===== config.mk =====
export PLATFORM = sky130hd
export DESIGN_NAME = wm_panel_ctrl
export DESIGN_NICKNAME = d
export VERILOG_FILES = /design/src/rtl/wm_pkg.sv /design/src/rtl/btn_debounce.sv /design/src/rtl/wm_panel_ctrl.sv
export SDC_FILE = /design/constraint.sdc
export NUM_CORES = 1
export LEC_CHECK = 0
export BUFFER_PORTS_ARGS = -buffer_cell sky130_fd_sc_hd__buf_2
export CORE_MARGIN = 4
export CORE_UTILIZATION = 38
export CTS_CLUSTER_SIZE = 10
export DETAILED_ROUTE_END_ITERATION = 6
export MAX_ROUTING_LAYER = met4
export SLEW_MARGIN = 20
export SYNTH_ARGS = -nofsm -noshare
export SYNTH_HDL_FRONTEND = slang
export SYNTH_SLANG_ARGS = --single-unit

===== constraint.sdc =====
create_clock -name clk -period 1.83 [get_ports clk]
set_clock_uncertainty 0.05 [all_clocks]
set_input_delay 0.183 -clock clk [delete_from_list [all_inputs] [get_ports clk]]
set_output_delay 0.183 -clock clk [all_outputs]
set_load 0.05 [all_outputs]

===== src/rtl/wm_pkg.sv =====
// Shared types for the washing-machine front-panel sequencer.
package wm_pkg;

  typedef enum logic [2:0] {
    ST_IDLE      = 3'd0,
    ST_START_REQ = 3'd1,
    ST_RUN       = 3'd2,
    ST_PAUSED    = 3'd3,
    ST_COMPLETE  = 3'd4,
    ST_FAULT     = 3'd5
  } panel_state_e;

  function automatic logic state_busy(input panel_state_e st);
    return (st == ST_START_REQ) || (st == ST_RUN) || (st == ST_PAUSED);
  endfunction

endpackage


===== src/rtl/btn_debounce.sv =====
// Two-flop synchronizer plus stable-count debounce; press is a one-cycle
// pulse on the accepted level's rising transition.
module btn_debounce #(
  parameter int DEBOUNCE_CYCLES = 4
) (
  input  logic clk,
  input  logic rst,
  input  logic raw,
  output logic level,
  output logic press
);

  localparam int CW = (DEBOUNCE_CYCLES > 1) ? $clog2(DEBOUNCE_CYCLES) : 1;
  localparam logic [CW-1:0] LAST_CNT = CW'(DEBOUNCE_CYCLES - 1);

  logic          sync1_r;
  logic          sync2_r;
  logic          level_r;
  logic          press_r;
  logic [CW-1:0] cnt_r;

  // synchronize raw input and accept a new level after a full stable run
  always_ff @(posedge clk) begin
    if (rst) begin
      sync1_r <= 1'b0;
      sync2_r <= 1'b0;
      level_r <= 1'b0;
      press_r <= 1'b0;
      cnt_r   <= {CW{1'b0}};
    end else begin
      sync1_r <= raw;
      sync2_r <= sync1_r;
      press_r <= 1'b0;
      if (sync2_r == level_r) begin
        cnt_r <= {CW{1'b0}};
      end else if (cnt_r == LAST_CNT) begin
        level_r <= sync2_r;
        press_r <= sync2_r;
        cnt_r   <= {CW{1'b0}};
      end else begin
        cnt_r <= cnt_r + CW'(1);
      end
    end
  end

  assign level = level_r;
  assign press = press_r;

endmodule


===== src/rtl/wm_panel_ctrl.sv =====
// Front-panel sequencer: debounced buttons drive start/option/pause commands
// to the washer, with ack timeout fault and saturating completion counter.
module wm_panel_ctrl
  import wm_pkg::*;
#(
  parameter int DEBOUNCE_CYCLES = 4,
  parameter int ACK_TIMEOUT     = 16,
  parameter int CNT_W           = 8
) (
  input  logic             clk,
  input  logic             rst,
  input  logic             btn_start,
  input  logic             btn_pause,
  input  logic             btn_double,
  input  logic             btn_dry,
  input  logic             wm_done,
  output logic             start,
  output logic             double_wash,
  output logic             dry_wash,
  output logic             time_pause,
  output logic             busy,
  output logic             fault,
  output logic             cycle_done,
  output logic [CNT_W-1:0] cycle_count
);

  localparam int AW = $clog2(ACK_TIMEOUT + 1);
  localparam logic [AW-1:0] LAST_ACK = AW'(ACK_TIMEOUT - 1);
  localparam logic [CNT_W-1:0] CNT_MAX = {CNT_W{1'b1}};

  panel_state_e     state_r;
  panel_state_e     next_s;
  logic             start_p_s;
  logic             pause_p_s;
  logic             dbl_p_s;
  logic             dry_p_s;
  logic [3:0]       unused_levels_s;
  logic             dbl_sel_r;
  logic             dry_sel_r;
  logic             dbl_next_s;
  logic             dry_next_s;
  logic [AW-1:0]    ack_cnt_r;
  logic [AW-1:0]    ack_next_s;
  logic             wm_done_prev_r;
  logic             done_rise_s;
  logic             start_r;
  logic             double_wash_r;
  logic             dry_wash_r;
  logic             time_pause_r;
  logic             busy_r;
  logic             fault_r;
  logic             cycle_done_r;
  logic [CNT_W-1:0] cycle_count_r;

  btn_debounce #(.DEBOUNCE_CYCLES(DEBOUNCE_CYCLES)) u_db_start (
    .clk(clk), .rst(rst), .raw(btn_start), .level(unused_levels_s[0]), .press(start_p_s));
  btn_debounce #(.DEBOUNCE_CYCLES(DEBOUNCE_CYCLES)) u_db_pause (
    .clk(clk), .rst(rst), .raw(btn_pause), .level(unused_levels_s[1]), .press(pause_p_s));
  btn_debounce #(.DEBOUNCE_CYCLES(DEBOUNCE_CYCLES)) u_db_double (
    .clk(clk), .rst(rst), .raw(btn_double), .level(unused_levels_s[2]), .press(dbl_p_s));
  btn_debounce #(.DEBOUNCE_CYCLES(DEBOUNCE_CYCLES)) u_db_dry (
    .clk(clk), .rst(rst), .raw(btn_dry), .level(unused_levels_s[3]), .press(dry_p_s));

  assign done_rise_s = wm_done & ~wm_done_prev_r;

  // next-state, selection latch and ack-timer decisions
  always_comb begin
    next_s     = state_r;
    dbl_next_s = dbl_sel_r;
    dry_next_s = dry_sel_r;
    ack_next_s = {AW{1'b0}};
    case (state_r)
      ST_IDLE: begin
        // a start press swallows any option press arriving with it
        if (start_p_s) begin
          next_s = ST_START_REQ;
        end else if (dry_p_s) begin
          dry_next_s = ~dry_sel_r;
          dbl_next_s = 1'b0;
        end else if (dbl_p_s) begin
          dbl_next_s = ~dbl_sel_r;
          dry_next_s = 1'b0;
        end else begin
          next_s = ST_IDLE;
        end
      end
      ST_START_REQ: begin
        if (!wm_done) begin
          next_s = ST_RUN;
        end else if (ack_cnt_r == LAST_ACK) begin
          next_s = ST_FAULT;
        end else begin
          ack_next_s = ack_cnt_r + AW'(1);
        end
      end
      ST_RUN: begin
        if (done_rise_s) begin
          next_s = ST_COMPLETE;
        end else if (pause_p_s) begin
          next_s = ST_PAUSED;
        end else begin
          next_s = ST_RUN;
        end
      end
      ST_PAUSED: begin
        if (done_rise_s) begin
          next_s = ST_COMPLETE;
        end else if (pause_p_s) begin
          next_s = ST_RUN;
        end else begin
          next_s = ST_PAUSED;
        end
      end
      ST_COMPLETE: begin
        next_s = ST_IDLE;
      end
      ST_FAULT: begin
        if (start_p_s) begin
          next_s = ST_IDLE;
        end else begin
          next_s = ST_FAULT;
        end
      end
      default: begin
        next_s = ST_IDLE;
      end
    endcase
  end

  // state, selections, timer and registered outputs derived from next state
  always_ff @(posedge clk) begin
    if (rst) begin
      state_r        <= ST_IDLE;
      dbl_sel_r      <= 1'b0;
      dry_sel_r      <= 1'b0;
      ack_cnt_r      <= {AW{1'b0}};
      wm_done_prev_r <= 1'b0;
      start_r        <= 1'b0;
      double_wash_r  <= 1'b0;
      dry_wash_r     <= 1'b0;
      time_pause_r   <= 1'b0;
      busy_r         <= 1'b0;
      fault_r        <= 1'b0;
      cycle_done_r   <= 1'b0;
      cycle_count_r  <= {CNT_W{1'b0}};
    end else begin
      state_r        <= next_s;
      dbl_sel_r      <= dbl_next_s;
      dry_sel_r      <= dry_next_s;
      ack_cnt_r      <= ack_next_s;
      wm_done_prev_r <= wm_done;
      start_r        <= (next_s == ST_START_REQ);
      double_wash_r  <= state_busy(next_s) & dbl_next_s;
      dry_wash_r     <= (next_s == ST_START_REQ) & dry_next_s;
      time_pause_r   <= (next_s == ST_PAUSED);
      busy_r         <= state_busy(next_s);
      fault_r        <= (next_s == ST_FAULT);
      cycle_done_r   <= (next_s == ST_COMPLETE);
      if ((next_s == ST_COMPLETE) && (cycle_count_r != CNT_MAX)) begin
        cycle_count_r <= cycle_count_r + CNT_W'(1);
      end else begin
        cycle_count_r <= cycle_count_r;
      end
    end
  end

  assign start       = start_r;
  assign double_wash = double_wash_r;
  assign dry_wash    = dry_wash_r;
  assign time_pause  = time_pause_r;
  assign busy        = busy_r;
  assign fault       = fault_r;
  assign cycle_done  = cycle_done_r;
  assign cycle_count = cycle_count_r;

endmodule


After elaboration in Yosys (flattened, before gate mapping):

Index checks and enable logic that the tools add are counted.

* $add $sub $neg: 6
* equal/unequal tests: 19
* multiplexer cells: 19
* bitwise logic cells: 16
* reduce and logical (&&, ||, !) cells: 17

Operator list (count)
* $mux 3: 8
* $reduce_or 3->1: 8
* $pmux 3 s5: 1
* $not 1->1: 13
* $eq 3x2->1 const B: 4
* $mux 1: 10
* $eq 3x3->1 const B: 3
* $add 2x1->2 const B: 4
* $add 8x1->8 const B: 1
* $eq 2x2->1 const B: 4
* $ne 8x8->1 const B: 1
* $reduce_and 2->1: 4
* $eq 3x1->1 const B: 2
* $add 5x1->5 const B: 1
* $eq 5x4->1 const B: 1
* $eq 1x1->1: 4
* $reduce_or 4->1: 1
* $and 1x1->1: 3
* $logic_not 3->1: 1
* $logic_or 1x1->1: 2
* $logic_and 1x1->1: 1

* bits in registers: 50
* input port bits: 7
* output and inout port bits: 15

Longest topological paths before layout:

* depth after elaboration: 8
* mapped depth: 6
* depth with buffers taken out: 6

Cells and area by module:

Synthesis repeated with hierarchy kept, for this count alone.

* cells, all modules: 168
* area total of the unflattened synthesis: 1854.3 sq um

Modules (own cells, without submodules)
* wm_panel_ctrl: times used 1, cells an instance 108, area each 1048.5 sq um, sequential area each 520.5 sq um
* btn_debounce: times used 4, cells an instance 15, area each 201.4 sq um, sequential area each 120.1 sq um

Worst setup path after synthesis:

No wires, ideal clock.

* path type: reg-to-reg
* from: reg cycle_count_r[0], in the netlist cycle_count[0]
* to: reg cycle_count_r[1], in the netlist cycle_count[1]
* library setup time: 128 ps
* data arrival time: 1646 ps
* required time: 1652 ps
* setup slack: 7 ps
* cell stages (with the launch flop): 6
* buffers on the path: 0
* clock period less this slack: 1823 ps
* path through: dfxtp_1 > ha_1 > nand3_1 > o21ai_0 > mux2i_1 > nor2_1

* longest elaborated chain between the ends: 2

RTL lines
* from (decl): line wm_panel_ctrl.sv:53 `logic [CNT_W-1:0] cycle_count_r;`
* from (signal assigned): line wm_panel_ctrl.sv:145 `cycle_count_r <= {CNT_W{1'b0}};`
* from (signal assigned): line wm_panel_ctrl.sv:160 `cycle_count_r <= cycle_count_r + CNT_W'(1);`
* from (signal assigned): line wm_panel_ctrl.sv:162 `cycle_count_r <= cycle_count_r;`
* parallel branches: the longest is 2 deep, another holds $add 8x1->8

Several ways; the timed one is not identified.
A chain may end at the register's enable or synchronous reset.

Final worst setup path:

* from: reg ack_cnt_r[0]
* to: reg fault_r, in the netlist fault

* longest elaborated chain between the ends: 5

RTL lines
* from (decl): line wm_panel_ctrl.sv:42 `logic [AW-1:0] ack_cnt_r;`
* from (signal assigned): line wm_panel_ctrl.sv:136 `ack_cnt_r <= {AW{1'b0}};`
* from (signal assigned): line wm_panel_ctrl.sv:150 `ack_cnt_r <= ack_next_s;`
* $eq 5x4->1: line wm_panel_ctrl.sv:90 `end else if (ack_cnt_r == LAST_ACK) begin`
* $mux 3: line wm_panel_ctrl.sv:90
* $mux 3: line wm_panel_ctrl.sv:88 `if (!wm_done) begin`
* $pmux 3 s5: line wm_panel_ctrl.sv:72 `case (state_r)`
* $eq 3x3->1: line wm_panel_ctrl.sv:157 `fault_r <= (next_s == ST_FAULT);`
* to (signal assigned): line wm_panel_ctrl.sv:157
* to (decl): line wm_panel_ctrl.sv:51 `logic fault_r;`

No other way between the ends.

==> results by group <==
Synth
  • Mapped Area: 1910 sq um
  • Net Count, Synth: 199
  • XOR/XNOR Fraction of Synth Area: 5.49%
  • Mux cell area share after synthesis: 3.73%
  • Most used DFF post-synth: dfxtp_1
  • Synth Instances: 185
  • Simple-gate share of the synthesized area: 23.8%
  • Total number of yosys warnings: 0
  • Sequential-to-total area share from yosys stat: 52.3%
  • Post-synth ARST share: 0%
  • Cell accounting for the most synthesized area: dfxtp_1
  • Post-synth top cells: 50 x dfxtp_1, 32 x nor2_1, 13 x nor2b_1
  • Compound-cell area share of the yosys netlist: 7.00%
  • Most frequent cell after synthesis: dfxtp_1
  • Main combinational cell family by area after synthesis: simple AND/OR/NAND/NOR gates
  • Post-synth EDFFs: 0
  • Netlist cell types: 38
  • Syn avg cell area: 10.3 sq um
  • Adder-Cell Fraction of Synth Area: 4.58%
  • Synth area leaders: dfxtp_1 52%, nor2_1 6.3%, ha_1 4.6%, nor2b_1 4.3%, xor2_1 3.2%
  • Share of the synthesized area in the top cell type: 52.3%
  • Synth Register Bits: 50

Clocking
  • Clk buf depth: 2
  • Clk sinks: 50
  • Post-CTS Setup Bufs: 0
  • Clk slew on worst S/H paths: 80 ps
  • Hold buffers post-CTS: 0
  • Post_cts resized: 0
  • Root Buffer: clkbuf_8
  • CTS tree: done
  • # H-tree levels: 2
  • Cts bufs inserted: 5
  • Worst-Skew Late Latency: 300 ps

Final layout
  • Fillcell total: 458
  • Area growth, synth to finish: 12.9%
  • Finished Cell Area: 2160 sq um
  • Final net count: 221
  • N_diodes: 0
  • Layout cells sized above 1: 16.8%

STA
  • Relative slew slack: 54.2%
  • Fmax: 581 MHz
  • Fin crit share: 94.0%
  • Final Setup Violations: 0
  • Tmin final: 1720 ps
  • Worst slew pin tran: 688 ps
  • Final hold vios: 0
  • Unrepaired setup endpoints after global routing: false
  • Final Slew Violations: 0
  • Post-Route Setup TNS: 0 ps

Routing
  • Vias/cell: 4.63
  • Routed WL per cell: 10.9 um
  • Vias: 1272
  • DRT iter0 DRCs: 77
  • Routed Wire Length: 3000 um
  • Remaining antenna violation count: 0
  • # DRC: 0
  • DR pass1 iterations: 4

Place
  • Dpl cell area: 2070 sq um
  • Detail Placement HPWL: 2100 um
  • # port buffers: 21
  • Routability Congestion: 0.740

Floorplan
  • Die height: 79.0 um
  • Die area: 6230 sq um
  • Die W: 79.0 um
  • Starting Density: 40.0%
  • Row count: 25
  • IO Pins: 22
  • Core Box Area: 4790 sq um

Power
  • Sw Ratio: 20.3%
  • P_int: 1.42 mW
  • Gate power share: 2.1%
  • Clock share of power: 35.9%
  • Total power: 1.78 mW
  • Reg power frac: 62.0%
  • Static leakage: 0.899 nW
  • P_sw: 362 uW
  • Peak VDD IR: 0.543 mV
  • Pwr Density: 824 nW/um^2

Setup path
  • Crit. End Element: flop
  • Critical Path, Cell by Cell: ha_1, and3_1, ha_1, a311oi_4, nor2_1, and2_1
  • Startpoint Class: flop
  • Required time worst endpoint: 1970 ps
  • Setup Crit Path Kind: reg -> reg
  • Max stage delay on crit path: 360 ps
  • CP most frequent cell: ha_1
  • R2r startpoint: ack_cnt_r[0]
  • Setup slack, reg-to-reg: 110 ps
  • Slowest CP cell: a311oi_4
  • Critical Path Start: ack_cnt_r[0]
  • Worst path arrival time: 1860 ps
  • Delay-heaviest family, CP: simple AND/OR/NAND/NOR gates
  • Buf/Inv on CP: 0
  • CP max FO: 6

Status
  • Status: completed

Min path
  • Min-delay worst type: in -> reg
  • Min-Delay Startpoint: btn_pause

Job
  • Max_cap viols: 0

Global route
  • Global-route wire length before repair: 5220 um
  • Largest net degree at the start of global routing: 41
  • Antenna violations before repair: 0
  • GR Util All Layers: 11.1%
  • Total gr overflow: 0
  • Vias in the first global route: 1176
[final timing paths]
check                           cells after the start             endpoint
worst min-delay path                                2   u_db_pause.sync1_r
worst min register to register                      1  u_db_start.cnt_r[0]
worst max register to register                      6                fault
worst max-delay path                                6                fault
[worst reg2reg max path, stage by stage (launching register included)]
cell      delay [ps]
dfxtp_1          330
ha_1             210
and3_1           180
ha_1             210
a311oi_4         360
nor2_1            90
and2_1           180
[kinds of logic (layout without fill, tap and decap cells)]
logic type,count (synthesis),after routing
and+or+nand+nor,80,80
DFF,50,50
AOI/OAI and AO/OA,16,16
buffers and inverters,13,36
xor gates and xnor gates,12,12
adders and majority gates,7,7
muxes,7,7
[power by group through the flow]
stage	Combinational, mW	Clock, mW	Sequential, mW
after floorplan	0.0270	0	1.13
after global placement	0.0377	0	1.13
after detailed placement	0.0383	0	1.13
after CTS	0.0382	0.664	1.10
after global routing	0.0433	0.707	1.11
final	0.0372	0.639	1.10
[metrics by stage]
step	setup WS (ps)	util, %	std cells	hold WS [ps]
2_1_floorplan	6.68	-	185	261
3_3_place_gp	141	43.2	267	343
3_5_place_dp	103	43.2	267	350
4_1_cts	96.4	45.2	275	34.5
5_1_grt	45.0	45.2	275	37.8
6_report	110	45.2	275	38.2
[flip-flops by register name, indices dropped and copies added (netlist names), 2 cells and up]
name,flops
cycle_count,8
ack_cnt_r,5
state_r,3
u_db_double.cnt_r,2
u_db_dry.cnt_r,2
u_db_pause.cnt_r,2
u_db_start.cnt_r,2
[routing by layer]
metal	GRT usage (%)	share of wire, %	vias up
met2	14.9	41	24
met5	-	0	-
met1	14.8	52	569
met4	6.19	2.3	0
li1	-	-	672
met3	3.51	4.6	7
[placed cells by master (no fill, tap or decap), types with 3 or more instances in the layout]
cell type | Yosys | final
dfxtp_1 | 50 | 50
nor2_1 | 32 | 32
buf_2 | 2 | 21
nor2b_1 | 13 | 13
inv_1 | 7 | 7
xor2_1 | 7 | 7
ha_1 | 7 | 7
mux2i_1 | 6 | 6
clkbuf_8 | 0 | 6
xnor2_1 | 5 | 5
and3_1 | 4 | 4
or3_1 | 4 | 4
nand2_1 | 4 | 4
nor4bb_1 | 4 | 4
o21ai_0 | 3 | 3
a21oi_1 | 3 | 3
and2_1 | 3 | 3
[layout make-up]
| type | count | area (sq um) | share of cell area, % |
|---|---|---|---|
| repair buffers | 21 | 105 | 4.86 |
| flip-flops and latches | 50 | 1000 | 46.3 |
| clock inverters | 1 | 5.00 | 0.232 |
| clock buffers | 7 | 86.3 | 4.00 |
| inverters | 7 | 26.3 | 1.22 |
| multi-input cells | 122 | 853 | 39.5 |
| well taps | 67 | 83.8 | 3.88 |
Power figures use the tool's default switching activity.
